<file path="config.mk">
export PLATFORM = sky130hd
export DESIGN_NAME = systolic_feeder_flat
export DESIGN_NICKNAME = d
export VERILOG_FILES = /design/src/rtl/systolic_feeder_if.sv /design/src/rtl/systolic_feeder.sv /design/src/flat_wrapper.sv
export SDC_FILE = /design/constraint.sdc
export NUM_CORES = 1
export LEC_CHECK = 0
export ABC_CLOCK_PERIOD_IN_PS = 5620
export CORE_MARGIN = 2
export CORE_UTILIZATION = 55
export CTS_BUF_LIST = sky130_fd_sc_hd__clkbuf_4
export DETAILED_ROUTE_END_ITERATION = 16
export PLACE_DENSITY = 0.87
export SYNTH_ARGS = -nofsm -noshare
export SYNTH_HDL_FRONTEND = slang
export SYNTH_SLANG_ARGS = --single-unit
</file>
<file path="constraint.sdc">
create_clock -name clk_i -period 5.62 [get_ports clk_i]
set_clock_uncertainty 0.1 [all_clocks]
set_input_delay 1.124 -clock clk_i [delete_from_list [all_inputs] [get_ports clk_i]]
set_output_delay 1.124 -clock clk_i [all_outputs]
set_load 0.005 [all_outputs]
</file>
<file path="src/rtl/systolic_feeder_if.sv">
// Host-side operand load/start bundle and array-edge lanes of the systolic feeder.
// repeat_req exists only when FEEDER_REPEAT_EN is defined.
interface systolic_feeder_if #(
    parameter int N = 2,
    parameter int W = 8
);
    localparam int IW = (N > 1) ? $clog2(N) : 1;

    logic            wr_en;
    logic            wr_sel;
    logic [IW-1:0]   wr_row;
    logic [IW-1:0]   wr_col;
    logic [W-1:0]    wr_data;
    logic            start;
    logic            busy;
    logic            done;
    logic [N*W-1:0]  a_out;
    logic [N*W-1:0]  b_out;
`ifdef FEEDER_REPEAT_EN
    logic            repeat_req;
`endif

    modport master (
        output wr_en, wr_sel, wr_row, wr_col, wr_data, start,
`ifdef FEEDER_REPEAT_EN
        output repeat_req,
`endif
        input  busy, done, a_out, b_out
    );

    modport slave (
        input  wr_en, wr_sel, wr_row, wr_col, wr_data, start,
`ifdef FEEDER_REPEAT_EN
        input  repeat_req,
`endif
        output busy, done, a_out, b_out
    );
endinterface

</file>
<file path="src/rtl/systolic_feeder.sv">
// Streams skewed, zero-padded A rows / B columns into a systolic MAC array edge; lanes registered, first operand one cycle after start.
// No backpressure: writes/start honoured only in IDLE. FEEDER_REPEAT_EN adds back-to-back reruns via repeat_req.
module systolic_feeder #(
    parameter int N     = 2,
    parameter int W     = 8,
    parameter int HOP   = 2,
    parameter int DRAIN = 8
) (
    input  logic clk_i,
    input  logic rst_i,
    systolic_feeder_if.slave bus
);
    localparam int SLEN = (N - 1) * HOP + N;
    localparam int CW   = $clog2(SLEN + DRAIN) + 1;
    localparam int IW   = (N > 1) ? $clog2(N) : 1;

    typedef enum logic [1:0] {
        S_IDLE,
        S_STREAM,
        S_DRAIN,
        S_DONE
    } state_t;

    state_t             state_q, state_d;
    logic [CW-1:0]      t_q, t_d;
    logic [W-1:0]       a_mat_q [N][N];
    logic [W-1:0]       a_mat_d [N][N];
    logic [W-1:0]       b_mat_q [N][N];
    logic [W-1:0]       b_mat_d [N][N];
    logic [N*W-1:0]     a_out_q, a_out_d;
    logic [N*W-1:0]     b_out_q, b_out_d;
    logic signed [CW:0] diff;
    logic               rep_done;
    logic               idle;

    assign idle = (state_q == S_IDLE);

    // Write is forwarded so a start in the same cycle streams the new value.
    always_comb begin
        a_mat_d = a_mat_q;
        b_mat_d = b_mat_q;
        if (idle && bus.wr_en) begin
            if (bus.wr_sel == 1'b0) begin
                a_mat_d[bus.wr_row][bus.wr_col] = bus.wr_data;
            end else begin
                b_mat_d[bus.wr_row][bus.wr_col] = bus.wr_data;
            end
        end
    end

    // One counter spans STREAM (t < SLEN) and DRAIN (SLEN <= t < SLEN+DRAIN).
    always_comb begin
        state_d  = state_q;
        t_d      = t_q;
        rep_done = 1'b0;
        case (state_q)
            S_IDLE: begin
                if (bus.start) begin
                    state_d = S_STREAM;
                    t_d     = '0;
                end
            end
            S_STREAM: begin
                if (t_q == CW'(SLEN - 1)) begin
                    state_d = S_DRAIN;
                end
                t_d = t_q + 1'b1;
            end
            S_DRAIN: begin
                if (t_q == CW'(SLEN + DRAIN - 1)) begin
                    state_d = S_DONE;
                    t_d     = '0;
`ifdef FEEDER_REPEAT_EN
                    if (bus.repeat_req) begin
                        state_d  = S_STREAM;
                        rep_done = 1'b1;
                    end
`endif
                end else begin
                    t_d = t_q + 1'b1;
                end
            end
            S_DONE: begin
                state_d = S_IDLE;
                t_d     = '0;
            end
            default: begin
                state_d = S_IDLE;
                t_d     = '0;
            end
        endcase
    end

    // Lanes are computed from next-state so the registered outputs line up with t.
    always_comb begin
        a_out_d = '0;
        b_out_d = '0;
        diff    = '0;
        if (state_d == S_STREAM) begin
            for (int i = 0; i < N; i++) begin
                diff = $signed({1'b0, t_d}) - $signed((CW+1)'(i * HOP));
                if (diff >= 0 && diff < $signed((CW+1)'(N))) begin
                    a_out_d[i*W +: W] = a_mat_d[i][diff[IW-1:0]];
                    b_out_d[i*W +: W] = b_mat_d[diff[IW-1:0]][i];
                end
            end
        end
    end

    always_ff @(posedge clk_i) begin
        if (rst_i) begin
            state_q <= S_IDLE;
            t_q     <= '0;
            a_out_q <= '0;
            b_out_q <= '0;
            for (int r = 0; r < N; r++) begin
                for (int c = 0; c < N; c++) begin
                    a_mat_q[r][c] <= '0;
                    b_mat_q[r][c] <= '0;
                end
            end
        end else begin
            state_q <= state_d;
            t_q     <= t_d;
            a_out_q <= a_out_d;
            b_out_q <= b_out_d;
            a_mat_q <= a_mat_d;
            b_mat_q <= b_mat_d;
        end
    end

    assign bus.busy  = (state_q == S_STREAM) || (state_q == S_DRAIN);
    assign bus.done  = (state_q == S_DONE) || rep_done;
    assign bus.a_out = a_out_q;
    assign bus.b_out = b_out_q;
endmodule

</file>
<file path="src/flat_wrapper.sv">
// flat-port wrapper written by rule: the top's interface ports become plain ports
module systolic_feeder_flat 
#(
    parameter int N     = 2,
    parameter int W     = 8,
    parameter int HOP   = 2,
    parameter int DRAIN = 8
)
  (clk_i, rst_i, bus_wr_en, bus_wr_sel, bus_wr_row, bus_wr_col, bus_wr_data, bus_start, bus_busy, bus_done, bus_a_out, bus_b_out);
  systolic_feeder_if #(.N(N), .W(W)) bus_i ();
  input  logic clk_i;
  input  logic rst_i;
  input wire logic [$bits(bus_i.wr_en)-1:0] bus_wr_en;
  input wire logic [$bits(bus_i.wr_sel)-1:0] bus_wr_sel;
  input wire logic [$bits(bus_i.wr_row)-1:0] bus_wr_row;
  input wire logic [$bits(bus_i.wr_col)-1:0] bus_wr_col;
  input wire logic [$bits(bus_i.wr_data)-1:0] bus_wr_data;
  input wire logic [$bits(bus_i.start)-1:0] bus_start;
  output wire logic [$bits(bus_i.busy)-1:0] bus_busy;
  output wire logic [$bits(bus_i.done)-1:0] bus_done;
  output wire logic [$bits(bus_i.a_out)-1:0] bus_a_out;
  output wire logic [$bits(bus_i.b_out)-1:0] bus_b_out;
  assign bus_i.wr_en = bus_wr_en;
  assign bus_i.wr_sel = bus_wr_sel;
  assign bus_i.wr_row = bus_wr_row;
  assign bus_i.wr_col = bus_wr_col;
  assign bus_i.wr_data = bus_wr_data;
  assign bus_i.start = bus_start;
  assign bus_busy = bus_i.busy;
  assign bus_done = bus_i.done;
  assign bus_a_out = bus_i.a_out;
  assign bus_b_out = bus_i.b_out;
  systolic_feeder #(.N(N), .W(W), .HOP(HOP), .DRAIN(DRAIN)) u_core (.clk_i(clk_i), .rst_i(rst_i), .bus(bus_i));
endmodule
</file>
==> run_results.csv, run 1 <==
group,metric,value,unit
detailed_routing,drt_iter0_drc,400,
outcome,status,"finished, final reports clean",
logic_synthesis,synth.area.top_cells,"dfxtp_1, nand2_1, a21oi_1",
detailed_routing,vias_per_cell,6.09,
clocking,clkTransAtPathRegs,160,ps
critical_path,crit_arrival,3820,ps
place,place_congestion,0.889,
final_layout,antennaDiodeCount,0,
detailed_routing,first_pass_iters,6,
timing,rsz0062_at_grt,"no",
final_layout,syn_to_final_growth,11.9,%
global_route,grt_max_degree,73,
logic_synthesis,avgSynthCellArea,8.63,sq um
logic_synthesis,ys_ff_latch,103,
place,dp.cells,663,
clocking,ctsResizeCount,0,
critical_path,cp.required,5920,ps
clocking,ctsRootBufferMaster,"clkbuf_4",
logic_synthesis,yosysTopAreaCellShare,44.0,%
global_route,grt_pass1_vias,3818,
final_layout,nets,590,
floorplan,std_cell_rows,33,
detailed_routing,finalWirelength,11100,um
clocking,htreeDepth,3,
timing,hold_viol_final,0,
floorplan,ios,49,
floorplan,die_x,96.3,um
place,dpl.hpwl,7230,um
logic_synthesis,synth_top_cell_by_area,"dfxtp_1",
detailed_routing,vias,4132,
timing,slew_headroom,44.0,%
final_layout,finalNonFillerCells,679,
floorplan,start_util,57.0,%
clocking,post_cts_buffers,0,
floorplan,core-area,8220,sq um
timing,fin_ws,2100,ps
global_route,antenna_found_initial,0,
detailed_routing,post_drt_wl_per_cell,16.3,um
timing,fin_setup_tns,0,ps
detailed_routing,drcViolationCount,0,
floorplan,die_area,9270,sq um
job,cap_violations,0,
place,post-place-ws,1730,ps
logic_synthesis,yosys-top-cells-count,"dfxtp_1, nand2_1, a21oi_1",
clocking,insertion_delay,460,ps
global_route,grt_first_pass_wirelength,18100,um
place,port_buffers,48,
worst_hold_path,hold_class,"reg -> reg",
timing,holdWs,367,ps
critical_path,critPathMaxFanout,30,
timing,period_minus_slack,3520,ps
clocking,ctsHoldBuffers,0,
logic_synthesis,syn_area,4680,sq um
critical_path,cp-end-kind,"flip-flop",
logic_synthesis,synth_nets,564,
clocking,cts_tree,"yes",
clocking,cts_buffers,9,
logic_synthesis,ys_types,58,
floorplan,die_h,96.3,um
pwr,power_density,279,nW/um^2
clocking,clockBufferDepth,2,
final_layout,drive_above_1_share,7.84,%
logic_synthesis,yosysMostFrequentCell,"dfxtp_1",
global_route,track_usage,25.2,%
timing,slew_violations,0,
clocking,clock_sinks,103,
global_route,globalRouteOverflowTotal,0,
pwr,vdd_drop_max,0.192,mV
timing,fin_crit_sh,62.7,%
logic_synthesis,synth-seq-area-share,44.0,%
final_layout,num-fill-cells,667,
timing,finalSetupViolCount,0,
timing,tightest_slew,840,ps
logic_synthesis,synth_edf_count,0,
logic_synthesis,netlist_instances,543,
detailed_routing,ant_nets,0,
logic_synthesis,synth_flop_cell,"dfxtp_1",
timing,fmax,284,MHz
critical_path,start_kind,"primary input",
pwr,p_leak,0.00187,uW
logic_synthesis,synth-warning-count,0,
critical_path,crit_type,"in -> reg",
logic_synthesis,synth_async_sr_flop_share,0,%
flip-flops by register name (all words and copies together), names as in the netlist:
signal,count
u_core.a_mat_q,32
u_core.b_mat_q,32
u_core.bus.a_out,16
u_core.bus.b_out,16
u_core.state_q,2
u_core.t_q,5
per-stage QoR:
stage          util, %  power (uW)  cell area, sq um
2_1_floorplan        -        1000              4680
3_3_place_gp      61.9        1050              5090
3_5_place_dp      61.9        1060              5090
4_1_cts           63.8        1460              5240
5_1_grt           63.8        1520              5240
6_report          63.8        1460              5240
placed cells by master, fill, tap and decap left out, types with 2 or more instances in the layout:
cell / count
o21ai_0: 31
a31oi_1: 2
xnor2_1: 2
mux2i_1: 16
a21oi_2: 2
clkbuf_4: 9
nor4b_1: 8
o211ai_1: 7
nand3_1: 21
buf_4: 6
nor3_2: 2
dfxtp_1: 103
nand4_1: 2
and4bb_4: 2
nor2_1: 56
o21ai_1: 2
o211a_1: 16
nor3_1: 10
ha_1: 6
nand2_1: 90
a21oi_1: 58
o22a_1: 14
o22ai_1: 10
clkdlybuf4s50_1: 47
clkinv_4: 2
inv_1: 4
nand2b_1: 3
a221oi_2: 2
or3_1: 2
a22o_1: 7
o22a_2: 2
inv_6: 3
logic make-up (layout without fill, tap and decap cells):
family | count (synthesis) | count (layout) | synth area share [%]
AOI/OAI and AO/OA | 160 | 160 | 23.0
adders and majority gates | 6 | 6 | 1.60
buffers and inverters | 44 | 75 | 5.82
and+or+nand+nor | 211 | 211 | 21.6
DFF | 103 | 103 | 44.0
muxes | 16 | 16 | 3.42
xor gates and xnor gates | 3 | 3 | 0.561
final cells by class:
class / instances / area [sq um] / share of cell area (%)
Clock buffer: 9 / 67.6 / 1.29
Clock inverter: 7 / 85.1 / 1.62
Inverter: 5 / 18.8 / 0.358
Multi-Input combinational cell: 396 / 2360 / 45.0
Sequential cell: 103 / 2060 / 39.3
Tap cell: 105 / 131 / 2.51
Timing Repair Buffer: 54 / 520 / 9.93
per-layer routing:
layer | track usage (%) | up-vias | part of all wire [%]
met5 | 0 | - | 0
met4 | 8.69 | 0 | 2.0
met3 | 5.32 | 25 | 8.7
met2 | 41.7 | 231 | 47
met1 | 32.6 | 1894 | 42
li1 | - | 1982 | -
power by group:
group          switching [uW]  total, uW  internal, uW
clock network             264        410           145
logic                     170        285           114
registers                12.4        766           754
worst max-delay path, stage by stage:
cell and delay [ps]:
clkdlybuf4s50_1 460, buf_4 280, clkinv_1 290, or3_1 690
nor2_1 670, nand2_1 150, a21oi_1 150
worst paths after layout:
check | start | to | slack (ps) | cells past startpoint
setup / recovery | bus_wr_row | u_core.a_mat_q[5] | 2100 | 7
hold / removal | u_core.b_mat_q[3] | u_core.b_mat_q[3] | 370 | 2
setup reg to reg | u_core.state_q[0] | u_core.bus.b_out[13] | 2450 | 9
hold reg to reg | u_core.b_mat_q[3] | u_core.b_mat_q[3] | 370 | 2
Note: power is estimated with default switching activity, not from simulation.
==> run 2: changes to the inputs <==
--- a/config.mk
+++ b/config.mk
@@ -5,9 +5,9 @@
 export SDC_FILE = /design/constraint.sdc
 export NUM_CORES = 1
 export LEC_CHECK = 0
-export ABC_CLOCK_PERIOD_IN_PS = 5620
+export ABC_CLOCK_PERIOD_IN_PS = 2800
 export CORE_MARGIN = 2
-export CORE_UTILIZATION = 55
+export CORE_UTILIZATION = 53
 export CTS_BUF_LIST = sky130_fd_sc_hd__clkbuf_4
 export DETAILED_ROUTE_END_ITERATION = 16
 export PLACE_DENSITY = 0.87
==> constraint.sdc (replaced) <==
create_clock -name clk_i -period 2.8 [get_ports clk_i]
set_clock_uncertainty 0.1 [all_clocks]
set_input_delay 0.56 -clock clk_i [delete_from_list [all_inputs] [get_ports clk_i]]
set_output_delay 0.56 -clock clk_i [all_outputs]
set_load 0.005 [all_outputs]
==> run_results.csv, run 2 (synthesis gave the netlist of run 1 again) <==
group,metric,value,unit
timing,tightest_slew,781,ps
worst_hold_path,hold_class,"in -> reg",
critical_path,cp_num_cells,10,
global_route,grt_pass1_vias,4033,
timing,fin_crit_sh,94.4,%
final_layout,antennaDiodeCount,0,
final_layout,final_common_cell,"dfxtp_1",
critical_path,cp.required,3050,ps
timing,hold_viol_final,0,
global_route,antenna_found_initial,0,
critical_path,cp_cell_sequence,"inv_1, ha_1, o21bai_4, nor4b_1, a21oi_1, ha_1, and4bb_4, o31ai_4, buf_12, nor4b_1",
timing,holdWs,203,ps
detailed_routing,met1Wirelength,4840,um
outcome,status,"finished, final reports clean",
final_layout,finalNonFillerCells,706,
final_layout,largestRegisters,"u_core.a_mat_q x32, u_core.b_mat_q x32",
detailed_routing,drt_iter0_drc,237,
detailed_routing,drcViolationCount,0,
timing,fin_ws,157,ps
place,port_buffers,48,
detailed_routing,vias_per_cell,5.97,
global_route,grt_max_degree,71,
pwr,power_density,516,nW/um^2
timing,finalSetupViolCount,0,
detailed_routing,highest_layer,"met4",
floorplan,start_util,54.2,%
floorplan,core-area,8640,sq um
detailed_routing,first_pass_iters,5,
pwr,p_int,1970,uW
job,cap_violations,0,
clocking,ctsRootBufferMaster,"clkbuf_4",
final_layout,utilization,62.8,%
critical_path,cp-end-kind,"flip-flop",
clocking,cts_tree,"yes",
critical_path,reg2reg_depth,10,
detailed_routing,wl_met2,5410,um
final_layout,final_cell_mix,"dfxtp_1, nand2_1, a21oi_1",
final_layout,syn_to_final_growth,15.8,%
timing,slew_violations,0,
pwr,p_sw,830,uW
detailed_routing,finalWirelength,11400,um
critical_path,cpPeakStageDelay,410,ps
timing,fin_setup_tns,0,ps
clocking,clock_sinks,103,
detailed_routing,vias,4217,
final_layout,num-fill-cells,723,
global_route,track_usage,24.1,%
worst_hold_path,hold_depth,2,
pwr,switching_share,29.6,%
clocking,cts_buffers,9,
global_route,globalRouteOverflowTotal,0,
critical_path,cp_top_family,"simple AND/OR/NAND/NOR gates",
floorplan,die_h,98.0,um
clocking,clockBufferDepth,2,
critical_path,cp_slowest_cell,"dfxtp_1",
place,dp.cells,691,
place,place_congestion,0.831,
timing,fmax,378,MHz
critical_path,path_buf_inv,2,
pwr,p_leak,0.00198,uW
floorplan,std_cell_rows,34,
detailed_routing,post_drt_wl_per_cell,16.1,um
critical_path,critPathMaxFanout,16,
pwr,pwr-share-seq,55.0,%
clocking,post_cts_buffers,0,
pwr,combPwrFrac,22.4,%
clocking,insertion_delay,440,ps
detailed_routing,wl_met3,899,um
critical_path,crit_arrival,2900,ps
floorplan,die_x,98.0,um
clocking,clkTransAtPathRegs,150,ps
place,post-place-ws,-147,ps
critical_path,crit_type,"reg -> reg",
place,dpl.hpwl,7490,um
clocking,htreeDepth,3,
final_layout,nets,615,
pwr,power_frac_clock,22.6,%
floorplan,ios,49,
final_layout,drive_above_1_share,11.4,%
global_route,grt_first_pass_wirelength,19000,um
timing,period_minus_slack,2640,ps
timing,slew_headroom,47.8,%
pwr,vdd_drop_max,0.447,mV
floorplan,die_area,9610,sq um
detailed_routing,ant_nets,0,
critical_path,start_kind,"flip-flop",
run 2: cell count changes in the layout (fill, tap and decap cells not counted), sizes merged:
cell and delta:
bufinv -1, clkinvlp +2, clkinv +1, buf +25, clkbuf +1, inv -4
run 2: final cells by class:
type	count	area [sq um]	share of cell area [%]
Multi-Input combinational cell	396	2360	43.5
Sequential cell	103	2060	38.0
Timing Repair Buffer	79	746	13.7
Tap cell	108	135	2.49
Clock buffer	10	75.1	1.38
Clock inverter	5	26.3	0.484
Inverter	5	18.8	0.346
run 2: power groups by stage:
stage	clock [uW]	sequential [uW]	combinational, uW
CTS	649	1540	622
global route	701	1540	682
global placement	0	1570	603
finish	633	1540	627
detailed placement	0	1570	617
floorplan	0	1570	442
run 2: path summary, 6_finish.rpt:
check	slack [ps]	start	endpoint
min reg2reg	370	u_core.a_mat_q[0]	u_core.a_mat_q[0]
max reg2reg	160	u_core.state_q[1]	u_core.bus.b_out[9]
min	200	rst_i	u_core.state_q[0]
max	160	u_core.state_q[1]	u_core.bus.b_out[9]
run 2: metal layers:
metal,up-vias,global-route usage [%]
li1,2028,-
met1,1959,31.1
met2,207,40.2
met3,23,5.30
met4,0,7.80
met5,-,0
run 2: repair_timing:
item,in CTS,in global routing
endpoints found under the setup margin,0,9
hold buffers,0,0
resized for setup,0,2
run 2: metrics by stage:
step | cell area [sq um] | total power [uW]
floorplan | 4680 | 2010
global placement | 5320 | 2170
detailed placement | 5320 | 2190
CTS | 5420 | 2810
global route | 5430 | 2930
finish | 5430 | 2800
